`config.mk`:
```
export PLATFORM = sky130hd
export DESIGN_NAME = stream_pkt_fifo_flat
export DESIGN_NICKNAME = d
export VERILOG_FILES = /design/src/rtl/stream_pkg.sv /design/src/rtl/stream_pkt_fifo_if.sv /design/src/rtl/stream_fifo_mem.sv /design/src/rtl/stream_pkt_fifo.sv /design/src/flat_wrapper.sv
export SDC_FILE = /design/constraint.sdc
export NUM_CORES = 1
export LEC_CHECK = 0
export BUFFER_PORTS_ARGS = -buffer_cell sky130_fd_sc_hd__clkbuf_2
export CORE_UTILIZATION = 55
export DETAILED_ROUTE_END_ITERATION = 12
export GPL_ROUTABILITY_DRIVEN = 0
export PLACE_DENSITY = 0.77
export SLEW_MARGIN = 20
export SYNTH_ARGS = -nofsm -noshare
export SYNTH_HDL_FRONTEND = slang
export SYNTH_SLANG_ARGS = --single-unit
```
`constraint.sdc`:
```
create_clock -name clk -period 3.3 [get_ports clk]
set_clock_uncertainty 0.2 [all_clocks]
set_input_delay 0.165 -clock clk [delete_from_list [all_inputs] [get_ports clk]]
set_output_delay 0.165 -clock clk [all_outputs]
set_load 0.05 [all_outputs]
```
`src/rtl/stream_pkg.sv`:
```
// Shared definitions for the packet FIFO: default beat width and the beat payload layout.
package stream_pkg;

  localparam int unsigned STREAM_DATA_W = 8;

  typedef struct packed {
    logic                     last;
    logic [STREAM_DATA_W-1:0] data;
  } beat_t;

endpackage

```
`src/rtl/stream_pkt_fifo_if.sv`:
```
// Upstream/downstream stream handshake plus occupancy status for stream_pkt_fifo.
interface stream_pkt_fifo_if #(
  parameter int unsigned DATA_W = stream_pkg::STREAM_DATA_W,
  parameter int unsigned DEPTH  = 16
);

  localparam int unsigned CW = $clog2(DEPTH) + 1;

  logic [DATA_W-1:0] s_data;
  logic              s_valid;
  logic              s_ready;
  logic              s_last;
  logic [DATA_W-1:0] m_data;
  logic              m_valid;
  logic              m_ready;
  logic              m_last;
  logic [CW-1:0]     count;
  logic [CW-1:0]     pkt_count;

  // FIFO side
  modport slave (
    input  s_data, s_valid, s_last, m_ready,
    output s_ready, m_data, m_valid, m_last, count, pkt_count
  );

  // Producer/consumer side
  modport master (
    output s_data, s_valid, s_last, m_ready,
    input  s_ready, m_data, m_valid, m_last, count, pkt_count
  );

endinterface

```
`src/rtl/stream_fifo_mem.sv`:
```
// Beat storage: synchronous write, asynchronous read, contents never reset.
module stream_fifo_mem #(
  parameter int unsigned DATA_W = 8,
  parameter int unsigned DEPTH  = 16
) (
  input  logic                       clk,
  input  logic                       i_we,
  input  logic [$clog2(DEPTH)-1:0]   i_waddr,
  input  logic [DATA_W:0]            i_wdata,
  input  logic [$clog2(DEPTH)-1:0]   i_raddr,
  output logic [DATA_W:0]            o_rdata
);

  logic [DATA_W:0] r_mem [DEPTH];

  always_ff @(posedge clk) begin
    if (i_we) r_mem[i_waddr] <= i_wdata;
  end

  assign o_rdata = r_mem[i_raddr];

endmodule

```
`src/rtl/stream_pkt_fifo.sv`:
```
// Packet-aware stream FIFO with first-word fall-through; store-and-forward or cut-through release.
module stream_pkt_fifo
  import stream_pkg::*;
#(
  parameter int unsigned DATA_W    = STREAM_DATA_W,
  parameter int unsigned DEPTH     = 16,
  parameter bit          STORE_FWD = 1'b1
) (
  input  logic             clk,
  input  logic             reset,
  stream_pkt_fifo_if.slave bus
);

  localparam int unsigned AW = $clog2(DEPTH);
  localparam int unsigned CW = AW + 1;

  if (DEPTH < 4 || (DEPTH & (DEPTH - 1)) != 0) begin : g_bad_depth
    $error("stream_pkt_fifo: DEPTH must be a power of two and at least 4");
  end

  logic [AW-1:0]   r_wr_ptr;
  logic [AW-1:0]   r_rd_ptr;
  logic [CW-1:0]   r_count;
  logic [CW-1:0]   r_pkt_count;
  logic            r_force_rel;
  logic            r_rdy_en;
  logic            w_full;
  logic            w_s_ready;
  logic            w_m_valid;
  logic            w_wr;
  logic            w_rd;
  logic            w_pkt_in;
  logic            w_pkt_out;
  logic            w_oversize;
  logic [DATA_W:0] w_rd_beat;

  assign w_full     = (r_count == CW'(DEPTH));
  assign w_s_ready  = r_rdy_en & ~w_full;
  // Store-and-forward holds the head until a whole packet is present, or an oversize packet forces release
  assign w_m_valid  = (r_count != '0) & (~STORE_FWD | (r_pkt_count != '0) | r_force_rel);
  assign w_wr       = bus.s_valid & w_s_ready;
  assign w_rd       = w_m_valid & bus.m_ready;
  assign w_pkt_in   = w_wr & bus.s_last;
  assign w_pkt_out  = w_rd & w_rd_beat[DATA_W];
  assign w_oversize = w_full & (r_pkt_count == '0);

  stream_fifo_mem #(
    .DATA_W (DATA_W),
    .DEPTH  (DEPTH)
  ) u_mem (
    .clk     (clk),
    .i_we    (w_wr),
    .i_waddr (r_wr_ptr),
    .i_wdata ({bus.s_last, bus.s_data}),
    .i_raddr (r_rd_ptr),
    .o_rdata (w_rd_beat)
  );

  always_ff @(posedge clk or negedge reset) begin
    if (!reset) begin
      r_wr_ptr <= '0;
      r_rd_ptr <= '0;
    end else begin
      if (w_wr) r_wr_ptr <= r_wr_ptr + AW'(1);
      if (w_rd) r_rd_ptr <= r_rd_ptr + AW'(1);
    end
  end

  always_ff @(posedge clk or negedge reset) begin
    if (!reset) begin
      r_count <= '0;
    end else begin
      case ({w_wr, w_rd})
        2'b10:   r_count <= r_count + CW'(1);
        2'b01:   r_count <= r_count - CW'(1);
        default: r_count <= r_count;
      endcase
    end
  end

  always_ff @(posedge clk or negedge reset) begin
    if (!reset) begin
      r_pkt_count <= '0;
    end else begin
      case ({w_pkt_in, w_pkt_out})
        2'b10:   r_pkt_count <= r_pkt_count + CW'(1);
        2'b01:   r_pkt_count <= r_pkt_count - CW'(1);
        default: r_pkt_count <= r_pkt_count;
      endcase
    end
  end

  // Reading the oversize packet's last beat ends the forced release
  always_ff @(posedge clk or negedge reset) begin
    if (!reset) begin
      r_force_rel <= 1'b0;
    end else if (w_pkt_out) begin
      r_force_rel <= 1'b0;
    end else if (w_oversize) begin
      r_force_rel <= 1'b1;
    end
  end

  always_ff @(posedge clk or negedge reset) begin
    if (!reset) r_rdy_en <= 1'b0;
    else        r_rdy_en <= 1'b1;
  end

  assign bus.s_ready   = w_s_ready;
  assign bus.m_valid   = w_m_valid;
  assign bus.m_data    = w_m_valid ? w_rd_beat[DATA_W-1:0] : '0;
  assign bus.m_last    = w_m_valid & w_rd_beat[DATA_W];
  assign bus.count     = r_count;
  assign bus.pkt_count = r_pkt_count;

endmodule

```
`src/flat_wrapper.sv`:
```
// flat-port wrapper written by rule: the top's interface ports become plain ports
module stream_pkt_fifo_flat import stream_pkg::*;
#(
  parameter int unsigned DATA_W    = STREAM_DATA_W,
  parameter int unsigned DEPTH     = 16,
  parameter bit          STORE_FWD = 1'b1
)
  (clk, reset, bus_s_data, bus_s_valid, bus_s_last, bus_m_ready, bus_s_ready, bus_m_data, bus_m_valid, bus_m_last, bus_count, bus_pkt_count);
  stream_pkt_fifo_if #(.DATA_W(DATA_W), .DEPTH(DEPTH)) bus_i ();
  input  logic clk;
  input  logic reset;
  input wire logic [$bits(bus_i.s_data)-1:0] bus_s_data;
  input wire logic [$bits(bus_i.s_valid)-1:0] bus_s_valid;
  input wire logic [$bits(bus_i.s_last)-1:0] bus_s_last;
  input wire logic [$bits(bus_i.m_ready)-1:0] bus_m_ready;
  output wire logic [$bits(bus_i.s_ready)-1:0] bus_s_ready;
  output wire logic [$bits(bus_i.m_data)-1:0] bus_m_data;
  output wire logic [$bits(bus_i.m_valid)-1:0] bus_m_valid;
  output wire logic [$bits(bus_i.m_last)-1:0] bus_m_last;
  output wire logic [$bits(bus_i.count)-1:0] bus_count;
  output wire logic [$bits(bus_i.pkt_count)-1:0] bus_pkt_count;
  assign bus_i.s_data = bus_s_data;
  assign bus_i.s_valid = bus_s_valid;
  assign bus_i.s_last = bus_s_last;
  assign bus_i.m_ready = bus_m_ready;
  assign bus_s_ready = bus_i.s_ready;
  assign bus_m_data = bus_i.m_data;
  assign bus_m_valid = bus_i.m_valid;
  assign bus_m_last = bus_i.m_last;
  assign bus_count = bus_i.count;
  assign bus_pkt_count = bus_i.pkt_count;
  stream_pkt_fifo #(.DATA_W(DATA_W), .DEPTH(DEPTH), .STORE_FWD(STORE_FWD)) u_core (.clk(clk), .reset(reset), .bus(bus_i));
endmodule
```
==> summary.md <==
### Outcome
- finished, final reports clean — result of the run

### Setup path
- 2780 ps — data arrival time at the worst-slack endpoint
- 620 ps — worst stage delay on the critical path
- flop to primary output — start-to-end type of the worst setup path
- primary output — critical path endpoint category
- 2930 ps — endpoint required time on the critical path
- 27 — critical-path maximum fanout
- 2 — WP buf/inv
- multiplexers — Largest delay share family, worst path
- mux4_1 — library cell contributing the largest single delay on the critical path
- flop — CP Launch Type
- buf_6 > mux4_1 > mux4_2 > and2_1 > clkbuf_2 — cells traversed along the worst timing path

### Drt
- 23.0 um — WL/cell
- 0 — post-detailed-route count of antenna-violating nets
- 250 — drt initial violations
- 5.96 — mean number of vias per cell
- 0 — Remaining DRCs
- 3425 — Via Count
- 5 — Pre-Repair DR Iteration Count
- 13200 um — total detailed-routing wirelength

### Synthesis
- 0.714 — post-synthesis sequential area ratio
- 164 — number of flip-flops and latches in the synthesized netlist
- 371 — synthesized net count
- 0 — YS warnings
- 40 — synth unique cells
- 344 — Post-Synthesis Cells
- 19.6 um2 — synthesized area per cell
- 6760 um2 — cell area after synthesis

### Placement
- 8370 um — DP HPWL
- 7190 um2 — standard cell area after detailed placement
- 33 — number of input and output port buffers inserted

### Final layout
- 769 — # fillers
- edfxtp_1 — most common library cell in the layout ignoring fill and taps
- 442 — final-stage net count
- 17.4% — layout overhead on the synthesized area
- 0.660 — share of the core filled with cells in the final layout
- 0 — number of antenna diodes
- 144 x edfxtp_1, 37 x mux4_2, 33 x clkbuf_2 — commonest cells after routing, fill and taps aside
- 7930 um2 — Design Area, Final
- 0.308 — fraction of final layout cells with drive strength greater than 1

### Floorplanning
- 12700 um2 — Die Footprint
- 113 um — x dimension of the die
- 12000 um2 — total core area
- 34 — number of placed I/O pins
- 113 um — chip height
- 40 — standard-cell rows
- 0.562 — effective utilization at floorplan

### Pwr
- 957 nW/um2 — Pwr per Cell Area
- 4.90 mW — cell-internal power
- 7.59 mW — sum of internal, switching and leakage power
- 0.354 — Sequential Power Share
- 2.81 nW — Leakage
- 0.354 — switching power share of the total
- 0.381 — relative contribution of combinational cells to total power
- 2.69 mW — switching pwr
- 0.000743 V — worst supply voltage drop on vdd
- 0.266 — power share of the clock group

### Min path
- input pin to async pin — type of the tightest min-delay check

### Timing
- false — RSZ-0062 raised after global routing
- 0 — Final Hold Viols
- 762 ps — worst-margin pin slew
- 3150 ps — post-route minimum period
- 0.492 — Relative slew margins
- 318 MHz — fmax
- 0 — fin. max-slew vios
- 66.7 ps — worst hold slack after final layout
- 0 ps — setup TNS
- 0.954 — ratio of final minimum period to clock period
- 0 — count of endpoints failing setup in the final report

### CTS
- 410 ps — insertion delay to the later sink of the worst-skew pair
- 60 ps — post-CTS clock slew at the launch and capture registers of the worst setup and hold paths
- 17 — number of buffers added by the clock tree synthesis step
- done — TritonCTS clock tree
- 164 — Num Clock Sinks
- clkbuf_16 — clock tree root driver cell
- 2 — Max Buffers Root-to-Sink
- 4 — H-Tree Level Count

### GRT
- 20500 um — global-route wire length before repair
- 0 — Congestion Overflow GR
- 0.231 — overall global routing resource usage
- 28 — pin count of the biggest net entering global routing
- 3651 — via count of the first global-routing pass
- 0 — antenna violations before repair

### Run
- 0 — reported max-cap violation count

synthesized netlist by cell type, drive strengths merged:
cell type / n / area share
nor4: 2 / 0.0019
mux4: 44 / 0.15
nor2: 17 / 0.0094
fa: 1 / 0.0030
nand2: 14 / 0.0078
nor2b: 1 / 0.00093
conb: 1 / 0.00056
dfrtp: 20 / 0.074
edfxtp: 144 / 0.64
nand3b: 1 / 0.0011
nand4: 1 / 0.00093
inv: 4 / 0.0022
xor2: 10 / 0.013
and2: 9 / 0.0083
a22oi: 1 / 0.0011
nor3: 4 / 0.0030
mux2: 4 / 0.0067
a2bb2oi: 1 / 0.0013
a21oi: 4 / 0.0030
o21a: 1 / 0.0011
a31oi: 1 / 0.00093
buf: 7 / 0.0094
clkbuf: 10 / 0.0056
a22o: 1 / 0.0013
nand3: 2 / 0.0015
or2: 1 / 0.00093
nand2b: 2 / 0.0019
xnor2: 8 / 0.010
and3: 1 / 0.00093
ha: 13 / 0.024
or4: 1 / 0.0011
a21o: 2 / 0.0022
o21bai: 1 / 0.0011
o21ai: 8 / 0.0059
mux2i: 2 / 0.0030
worst paths after layout:
kind,startpoint,endpoint,slack [ps],cells past startpoint
setup reg to reg,u_core.bus.count[3],u_core.bus.count[4],210,11
max in group asynchronous,reset,u_core.r_rd_ptr[0],2430,2
min in group clk,bus_s_valid,u_core.r_wr_ptr[0],150,3
hold reg to reg,u_core.bus.pkt_count[4],u_core.bus.pkt_count[4],310,1
setup / recovery,u_core.r_rd_ptr[0],bus_m_data[2],150,5
hold / removal,reset,u_core.r_wr_ptr[3],70,2
logic make-up after synthesis:
logic type / share of synthesized area
xor+xnor: 0.0233
simple gates: 0.0396
fa+ha+maj: 0.0270
other cells: 0.000555
buf+inv: 0.0172
mux: 0.160
flops: 0.714
compound gates: 0.0180
flip-flops by register name, summed over array words and instances, names as in the netlist:
| signal | cells |
|---|---|
| u_core.bus.count | 5 |
| u_core.bus.pkt_count | 5 |
| u_core.r_force_rel | 1 |
| u_core.r_rd_ptr | 4 |
| u_core.r_rdy_en | 1 |
| u_core.r_wr_ptr | 4 |
| u_core.u_mem.r_mem | 144 |
what timing repair did:
item	in CTS	in global routing
hold buffers	11	0
endpoints found under the hold margin	167	0
buffers inserted	0	0
endpoints found under the setup margin	3	2
gates resized for setup	1	2
routing by layer:
layer  part of all wire  wire length [um]  GRT usage  up-vias
li1                   -                 -          -     1513
met1               0.40              5290      0.299     1748
met2               0.51              6740      0.371      150
met3              0.074               982     0.0589       14
met4              0.015               202      0.109        0
met5                  0                 0          0        -
worst reg2reg max path: cells and delay by family (launching register included):
kind            cells  cell delay [ps]
flops               1              420
simple gates        3              810
compound gates      3              530
xor+xnor            2              300
buf+inv             1               60
fa+ha+maj           2              650
metrics by stage:
stage | cells | worst slack [ps]
6_report | 575 | 151
5_1_grt | 575 | 11.6
4_1_cts | 575 | 103
3_5_place_dp | 532 | 121
3_3_place_gp | 532 | 221
2_1_floorplan | 344 | 60.5
power by group through the flow:
stage | sequential, mW | clock (mW) | combinational (mW)
2_1_floorplan | 2.85 | 0 | 2.09
3_3_place_gp | 2.70 | 0 | 2.84
3_5_place_dp | 2.72 | 0 | 2.88
4_1_cts | 2.68 | 2.05 | 2.92
5_1_grt | 2.71 | 2.12 | 3.10
6_report | 2.68 | 2.01 | 2.89
cell type report:
class / count / area [um2] / share of cell area
Timing Repair Buffer: 69 / 467 / 0.0588
Tap cell: 147 / 184 / 0.0232
Clock inverter: 13 / 184 / 0.0232
Inverter: 4 / 15.0 / 0.00189
Multi-Input combinational cell: 159 / 1820 / 0.230
Sequential cell: 164 / 4830 / 0.608
Clock buffer: 19 / 433 / 0.0546
Note: power is estimated with default switching activity, not from simulation.
